**config.mk**
```make
export PLATFORM = sky130hd
export DESIGN_NAME = wb_regfile
export DESIGN_NICKNAME = d
export VERILOG_FILES = /design/src/rtl/wb_regfile_pkg.sv /design/src/rtl/wb_regfile_load_ext.sv /design/src/rtl/wb_regfile.sv
export SDC_FILE = /design/constraint.sdc
export NUM_CORES = 2
export LEC_CHECK = 0
export BUFFER_PORTS_ARGS = -buffer_cell sky130_fd_sc_hd__buf_2
export CORE_AREA = 2 2 393 239
export DETAILED_ROUTE_END_ITERATION = 7
export DIE_AREA = 0 0 395 241
export PLACE_DENSITY_LB_ADDON = 0.08
export SLEW_MARGIN = 20
export SYNTH_ARGS = -nofsm -noshare
export SYNTH_HDL_FRONTEND = slang
export SYNTH_SLANG_ARGS = --single-unit
```
**constraint.sdc**
```tcl
create_clock -name clk -period 4.15 [get_ports clk]
set_input_delay 0 -clock clk [delete_from_list [all_inputs] [get_ports clk]]
set_output_delay 0 -clock clk [all_outputs]
set_load 0.02 [all_outputs]
```
**src/rtl/wb_regfile_pkg.sv**
```systemverilog
// ---------------------------------------------------------------------------
// wb_pkg
// Shared definitions for the write-back stage and integer register file:
// datapath/register-address defaults, load funct3 encodings, write-back
// source select values and a small helper for load signedness.
//
// No ports (package).
// ---------------------------------------------------------------------------
package wb_pkg;

   // Datapath width and register file geometry defaults
   localparam int XLEN   = 32;
   localparam int NREG   = 32;
   localparam int REG_AW = $clog2(NREG);

   // Load funct3 encodings; 011, 110 and 111 are undefined and behave as LW
   localparam logic [2:0] F3_LB  = 3'b000;
   localparam logic [2:0] F3_LH  = 3'b001;
   localparam logic [2:0] F3_LW  = 3'b010;
   localparam logic [2:0] F3_LBU = 3'b100;
   localparam logic [2:0] F3_LHU = 3'b101;

   // Write-back source select
   localparam logic WB_SEL_ALU = 1'b0;
   localparam logic WB_SEL_LD  = 1'b1;

   // funct3[2] marks the zero-extending load variants (LBU/LHU)
   function automatic logic is_unsigned_load(input logic [2:0] funct3);
      return funct3[2];
   endfunction

endpackage

```
**src/rtl/wb_regfile_load_ext.sv**
```systemverilog
// ---------------------------------------------------------------------------
// load_ext
// Formats a raw aligned load word into the architectural load result:
// byte/halfword extraction by byte offset followed by sign or zero extension.
//
// Ports:
//   ld_funct3  in   3     load type (LB/LH/LW/LBU/LHU, undefined -> LW)
//   ld_offset  in   2     byte offset within the word (address[1:0])
//   ld_data    in   XLEN  raw aligned load word
//   ld_result  out  XLEN  formatted load value
// ---------------------------------------------------------------------------
module load_ext #(
   parameter int XLEN = wb_pkg::XLEN
) (
   input  logic [2:0]      ld_funct3,
   input  logic [1:0]      ld_offset,
   input  logic [XLEN-1:0] ld_data,
   output logic [XLEN-1:0] ld_result
);
   import wb_pkg::*;

   logic [7:0]  byte_sel;
   logic [15:0] half_sel;
   logic        zero_ext;

   // Pick the addressed byte and halfword out of the low 32 bits of the
   // word. Halfword selection only looks at offset[1]; a misaligned
   // halfword offset simply lands on the containing aligned halfword.
   always_comb begin
      byte_sel = ld_data[7:0];
      case (ld_offset)
         2'd0: byte_sel = ld_data[7:0];
         2'd1: byte_sel = ld_data[15:8];
         2'd2: byte_sel = ld_data[23:16];
         2'd3: byte_sel = ld_data[31:24];
         default: byte_sel = ld_data[7:0];
      endcase
      half_sel = ld_offset[1] ? ld_data[31:16] : ld_data[15:0];
      zero_ext = is_unsigned_load(ld_funct3);
   end

   // Extend the selected field to XLEN. Anything that is not a byte or
   // halfword load (including the undefined encodings) passes the full
   // word through unchanged.
   always_comb begin
      ld_result = ld_data;
      case (ld_funct3)
         F3_LB, F3_LBU:
            ld_result = {{(XLEN-8){byte_sel[7] & ~zero_ext}}, byte_sel};
         F3_LH, F3_LHU:
            ld_result = {{(XLEN-16){half_sel[15] & ~zero_ext}}, half_sel};
         default:
            ld_result = ld_data;
      endcase
   end

endmodule

```
**src/rtl/wb_regfile.sv**
```systemverilog
// ---------------------------------------------------------------------------
// wb_regfile
// Write-back end of the pipeline: selects the ALU result or the formatted
// load value, commits it into a NREG x XLEN integer register file (x0 is
// hard-wired to zero) and serves two combinational read ports.
//
// Build option: define WB_BYPASS_EN to make a read of the register being
// committed this cycle return the new value (write-through). Without it a
// read in the commit cycle returns the old contents.
//
// Ports:
//   clk        in   1     clock, all state changes on rising edge
//   rst        in   1     synchronous reset, active-low
//   wb_en      in   1     commit write-back this cycle
//   wb_sel     in   1     0 = ALU result, 1 = load data
//   wb_rd      in   AW    destination register
//   ld_funct3  in   3     load type
//   ld_offset  in   2     byte offset of the load
//   alu_out    in   XLEN  ALU result
//   ld_data    in   XLEN  raw aligned load word
//   rs1_addr   in   AW    read port 1 address
//   rs2_addr   in   AW    read port 2 address
//   rs1_data   out  XLEN  read port 1 data (combinational)
//   rs2_data   out  XLEN  read port 2 data (combinational)
//   wb_data    out  XLEN  formatted write-back value (combinational)
// ---------------------------------------------------------------------------
module wb_regfile #(
   parameter  int XLEN = wb_pkg::XLEN,
   parameter  int NREG = wb_pkg::NREG,
   localparam int AW   = $clog2(NREG)
) (
   input  logic            clk,
   input  logic            rst,
   input  logic            wb_en,
   input  logic            wb_sel,
   input  logic [AW-1:0]   wb_rd,
   input  logic [2:0]      ld_funct3,
   input  logic [1:0]      ld_offset,
   input  logic [XLEN-1:0] alu_out,
   input  logic [XLEN-1:0] ld_data,
   input  logic [AW-1:0]   rs1_addr,
   input  logic [AW-1:0]   rs2_addr,
   output logic [XLEN-1:0] rs1_data,
   output logic [XLEN-1:0] rs2_data,
   output logic [XLEN-1:0] wb_data
);
   import wb_pkg::*;

   logic [XLEN-1:0] ld_result;
   logic [XLEN-1:0] regs_q [NREG];
   logic [XLEN-1:0] regs_d [NREG];
   logic            commit;
   logic            bypass_rs1;
   logic            bypass_rs2;

   load_ext #(
      .XLEN (XLEN)
   ) u_load_ext (
      .ld_funct3 (ld_funct3),
      .ld_offset (ld_offset),
      .ld_data   (ld_data),
      .ld_result (ld_result)
   );

   // Write-back source select. Driven every cycle regardless of wb_en so
   // the forwarding network always sees the value this stage would write.
   always_comb begin
      wb_data = alu_out;
      if (wb_sel == WB_SEL_LD) begin
         wb_data = ld_result;
      end
   end

   // A commit only happens for a non-zero destination; writes aimed at x0
   // are dropped here so x0 is never stored.
   always_comb begin
      commit = wb_en && (wb_rd != '0);
   end

   // Next-state of the array: hold everything, update the one destination.
   always_comb begin
      regs_d = regs_q;
      if (commit) begin
         regs_d[wb_rd] = wb_data;
      end
   end

   // Register array. Reset wins over a write in the same edge, so an
   // in-flight commit coinciding with reset is discarded.
   always_ff @(posedge clk) begin
      if (!rst) begin
         regs_q <= '{default: '0};
      end else begin
         regs_q <= regs_d;
      end
   end

   // Same-cycle write-through detection, per port. Suppressed while reset
   // is asserted because that edge will not actually commit, and never
   // fires for x0 because commit already excludes it.
`ifdef WB_BYPASS_EN
   always_comb begin
      bypass_rs1 = rst && commit && (rs1_addr == wb_rd);
      bypass_rs2 = rst && commit && (rs2_addr == wb_rd);
   end
`else
   always_comb begin
      bypass_rs1 = 1'b0;
      bypass_rs2 = 1'b0;
   end
`endif

   // Read ports: x0 is forced to zero, otherwise either the bypassed
   // write-back value or the stored contents.
   always_comb begin
      rs1_data = '0;
      rs2_data = '0;
      if (rs1_addr != '0) begin
         rs1_data = bypass_rs1 ? wb_data : regs_q[rs1_addr];
      end
      if (rs2_addr != '0) begin
         rs2_data = bypass_rs2 ? wb_data : regs_q[rs2_addr];
      end
   end

endmodule

```
* Yosys cells after proc, flatten, opt, wreduce, memory -nomap -nowiden
Index checks and enable logic that the tools add are counted.
** Word-level totals
- Flip-flop bits (word level) :: 1024
- Output and inout port bits :: 96
- Logic and storage cells :: 72
** Cells by class
- $lt $le $gt $ge :: 4
- Equal/unequal tests :: 6
- Muxes and demuxes :: 15
- Bitwise logic cells :: 6
- Reductions and logical operators :: 9
** Operator list (number)
- $bwmux 1024 :: 1
- $bmux 32 s5 :: 2
- $mux 32 :: 8
- $demux 32 s5 :: 1
- $pmux 32 s2 :: 1
- $pmux 8 s4 :: 1
- $ge 6x6->1 const B :: 3
- $not 5->6 :: 3
- $mux 16 :: 1
- $reduce_bool 5->1 :: 3
- $eq 3x3->1 const B :: 2
- $lt 6x1->1 const B :: 1
- $eq 2x2->1 const B :: 2
- $reduce_or 2->1 :: 2
- $eq 3x1->1 const B :: 1
- $logic_not 3->1 :: 1
- $and 1x1->1 :: 2
- $eq 2x1->1 const B :: 1
- $logic_and 1x1->1 :: 2
- $logic_not 2->1 :: 1
- $not 1->1 :: 1

* Longest topological paths before layout
- Depth after elaboration :: 6
- Mapped depth :: 9
- Depth with buffers taken out :: 4

* Modules after synthesis
A second synthesis with hierarchy kept.
** Unflattened totals
- Cells, all modules :: 5133
- Area total of the unflattened synthesis :: 54469.7 um2
** Modules (own cells, without submodules)
- wb_regfile :: instances 1, cells an instance 5007, area an instance 53560.1 um2, seq. area each 20499.7 um2
- load_ext :: instances 1, cells an instance 126, area an instance 909.6 um2, seq. area each 0.0 um2

* Worst setup path before layout
OpenSTA, ideal clock, no wires.
- Path kind :: input to output
- Start point :: in rs2_addr[0]
- End point :: out rs2_data[10]
- Data arrival time :: 1.937 ns
- Required time :: 4.150 ns
- Setup slack :: 2.213 ns
- Cell stages on the path :: 7
- Path through :: buf_2 -> inv_1 -> clkbuf_1 -> clkbuf_1 -> clkbuf_1 -> o2111ai_1 -> a311oi_1
** On the way
- Word-level cells in the longest chain between the ends :: 5
- Elaborated cells between the ends (all ways) :: 6
- Those cells by class :: mux (4); bitwise (1); reduce/logical (1)
** RTL lines
- start, declared :: RTL line wb_regfile.sv:42 : input logic [AW-1:0] rs2_addr,
- $not 5->6 (not written as such) :: RTL line wb_regfile.sv:122 : rs2_data = bypass_rs2 ? wb_data : regs_q[rs2_addr];
- $bmux 32 s5 :: RTL line wb_regfile.sv:122
- $mux 32 (not written as such) (2 in a row) :: RTL line wb_regfile.sv:122
- $mux 32 * :: RTL line wb_regfile.sv:121 : if (rs2_addr != '0) begin
- end, declared :: RTL line wb_regfile.sv:44 : output logic [XLEN-1:0] rs2_data,
Mark *: on every way between the ends. The rest lies on a longest branch, timed or not. The select of a mux whose other input is x is not followed.

* Worst setup path after layout
- Start point :: in rs2_addr[1]
- End point :: out rs2_data[4]
Same word-level chain as after synthesis.

==> impl_metrics.env <==
export IMPL_grt_overflow=0
export IMPL_drtIter0Drc=5880
export IMPL_criticalPathCategory="in2out"
export IMPL_synth_main_ff_cell="dfxtp_1"
export IMPL_cap_viol_max_count=0
export IMPL_largestRegisters="regs_q: 1024 flops"
export IMPL_p_leak_nw=20.11
export IMPL_grt_pass1_wl_mm=276.8
export IMPL_antenna_found_initial=6
export IMPL_cts_tree="done"
export IMPL_fmax_ghz=0.3230
export IMPL_timing_hold_ws_ns=0.02982
export IMPL_fillCellCount=7570
export IMPL_fin_util=0.6146
export IMPL_min_period_over_period=0.7460
export IMPL_period_minus_slack_ns=3.096
export IMPL_numCtsBuffers=95
export IMPL_setup_viol=0
export IMPL_die_y_um=241
export IMPL_power_density_nw_per_um2=394.8
export IMPL_pwr_share_clk=0.432
export IMPL_seq_area_frac_synth=0.4098
export IMPL_synth_edf_count=0
export IMPL_synthCells=4835
export IMPL_rrSetupSlack_ns=3.45
export IMPL_rows=86
export IMPL_largest_reg_flops=1024
export IMPL_start_kind="input port"
export IMPL_slowest_delay_ns=0.82
export IMPL_cts_reportedPaths_clkPinSlew_ns=0.06
export IMPL_die_area_um2=95200
export IMPL_clk_latency_ns=0.70
export IMPL_cts_root_buf="clkbuf_16"
export IMPL_place_hpwl_mm=120.6
export IMPL_die_w_um=395
export IMPL_postCtsResizedCells=0
export IMPL_syn_num_nets=4923
export IMPL_first_global_vias=39570
export IMPL_cts_path_max_buffers=3
export IMPL_drt_wl_total_mm=191.6
export IMPL_num_vias=42870
export IMPL_worst_hold_path_type="in2reg"
export IMPL_crit_path_cell_trace="buf_8 > buf_12 > mux4_2 > o21ai_0 > a311oi_1 > buf_2"
export IMPL_async_flop_share=0
export IMPL_firstDrtPassIters=6
export IMPL_relSlewSlack=0.1852
export IMPL_pwr_share_comb=0.119
export IMPL_globalplace_congestion=0.9601
export IMPL_port_buffers=183
export IMPL_layout_commonest_cell="dfxtp_1"
export IMPL_mostFrequentLayoutCells="dfxtp_1 (1024), o21ai_0 (678), nand2_1 (667)"
export IMPL_cts_hold_buf=28
export IMPL_rsz0062_at_grt="no"
export IMPL_multiInputGateArea_um2=27720
export IMPL_synthToLayoutAreaGrowth_pct=12.22
export IMPL_layout_drive_gt1_share=0.2284
export IMPL_ff_latch_area_um2=20500
export IMPL_p_sw_w=0.006013
export IMPL_core_area_um2=91360
export IMPL_syn_area_um2=50030
export IMPL_finalSetupTns_ns=0
export IMPL_crit_path_max_fanout=56
export IMPL_ys_seq_elements=1024
export IMPL_synth_cell_types=52
export IMPL_path_buf_inv=3
export IMPL_start_util=0.5476
export IMPL_finalMaxSlewViolations=0
export IMPL_endpoint_kind="output port"
export IMPL_grtUsageTotal=0.3956
export IMPL_cts_num_sinks=1024
export IMPL_finalPower_w=0.02217
export IMPL_power_internal_w=0.01615
export IMPL_max_vdd_ir_drop_mv=0.3264
export IMPL_drtAntennaViolNets=0
export IMPL_swShare=0.2712
export IMPL_cts_setup_buffers=0
export IMPL_crit_family="buffers and inverters"
export IMPL_wl_per_cell_um=31.46
export IMPL_crit_arrival_ns=3.10
export IMPL_final_nets=4865
export IMPL_largest_register="regs_q"
export IMPL_seqPwrFrac=0.449
export IMPL_yosys_warnings=0
export IMPL_drcViolationCount=0
export IMPL_via_per_inst=7.038
export IMPL_htree_levels=3
export IMPL_grt_max_degree=140
export IMPL_hold_violations=0
export IMPL_skew_ns=0
export IMPL_outcome="complete, no violations"
export IMPL_crit_path_top_delay_cell="o21ai_0"
export IMPL_num_io_pins=184
export IMPL_avgSynthCellArea_um2=10.35
export IMPL_cp_required_ns=4.15
export IMPL_worst_pin_slew_ns=1.219
[metrics by stage]
| step | cells | cell area [um^2] | setup WS, ns |
|---|---|---|---|
| floorplan | 4835 | 50030 | 2.213 |
| global placement | 5883 | 52460 | 1.276 |
| detailed placement | 5883 | 52470 | 1.215 |
| CTS | 6087 | 56120 | 1.239 |
| global route | 6090 | 56140 | 0.9637 |
| finish | 6091 | 56140 | 1.054 |
[power by group through the flow]
| stage | Combinational, W | Clock [W] | Sequential [W] |
|---|---|---|---|
| global placement | 0.00249 | 0 | 0.0102 |
| CTS | 0.00253 | 0.00961 | 0.00995 |
| finish | 0.00263 | 0.00958 | 0.00996 |
| global route | 0.00268 | 0.0100 | 0.00996 |
| detailed placement | 0.00250 | 0 | 0.0102 |
| floorplan | 0.00143 | 0 | 0.0102 |
[worst min-delay path: cells and delay by family]
kind | cells | cell delay (ns)
AOI/OAI and AO/OA | 2 | 0.23
buffers and inverters | 2 | 0.32
and+or+nand+nor | 1 | 0.12
[layout make-up]
| class | count | share of cell area |
|---|---|---|
| Timing Repair Buffer | 390 | 0.05052 |
| Tap cell | 1232 | 0.02746 |
| Antenna cell | 3 | 0.0001337 |
| Inverter | 44 | 0.003009 |
| Sequential cell | 1024 | 0.3651 |
| Clock buffer | 135 | 0.05050 |
| Multi-Input combinational cell | 3222 | 0.4938 |
| Clock inverter | 41 | 0.009494 |
[path summary, 6_finish.rpt]
| kind | startpoint | end | cells after the start |
|---|---|---|---|
| worst max-delay path | rs2_addr[1] | rs2_data[4] | 6 |
| worst min-delay path | alu_out[6] | regs_q[358]$_SDFFE_PN0P_ | 5 |
| worst max register to register | regs_q[128]$_SDFFE_PN0P_ | regs_q[128]$_SDFFE_PN0P_ | 2 |
| worst min register to register | regs_q[544]$_SDFFE_PN0P_ | regs_q[544]$_SDFFE_PN0P_ | 2 |
[synth_stat cells, types with 2 or more instances]
library cell  instances  share of area
a211oi_1             32         0.0048
a21boi_0              8         0.0012
a21oi_1              58         0.0058
a221o_1              33         0.0066
a221oi_1             44         0.0077
a22o_1               31         0.0054
a22oi_1              64         0.0096
a311oi_1             32         0.0056
a31oi_1              32         0.0040
and2_1               43         0.0054
and3b_1               2        0.00035
and4b_1               3        0.00060
buf_1                23         0.0017
buf_2               120          0.012
buf_4                10         0.0015
clkbuf_1            379          0.028
clkbuf_2             13         0.0013
dfxtp_1            1024           0.41
inv_1                44         0.0033
mux2_2               33         0.0074
mux2i_1             271          0.054
mux4_2              449           0.20
nand2_1             672          0.050
nand2b_1             18         0.0023
nand3_1             191          0.019
nand3b_1             14         0.0021
nand4b_1              3        0.00053
nand4bb_1             3        0.00068
nor2_1               83         0.0062
nor2b_1              42         0.0053
nor4bb_1              3        0.00060
o2111ai_1            20         0.0035
o21ai_0             680          0.068
o21ai_1              18         0.0018
o221ai_1              6         0.0011
o221ai_2             10         0.0030
o2bb2ai_1           242          0.042
o311ai_0             31         0.0054
o311ai_2              7         0.0023
o31a_1                9         0.0016
o31ai_1               7         0.0011
or2_2                18         0.0023
[metal layers]
metal,wire [um],vias to the layer above,track usage,part of all wire
met5,27,-,0,0.00014
met4,6489,4,0.1260,0.034
li1,-,18150,-,-
met2,78610,2920,0.5559,0.41
met3,29280,429,0.1612,0.15
met1,77210,21360,0.5537,0.40
[kinds of logic after synthesis]
family,count (synthesis),share of synthesized area
buf+inv,589,0.04827
flops,1024,0.4098
simple gates,1102,0.09686
mux,753,0.2638
compound gates,1367,0.1813
Power figures use the tool's default switching activity.
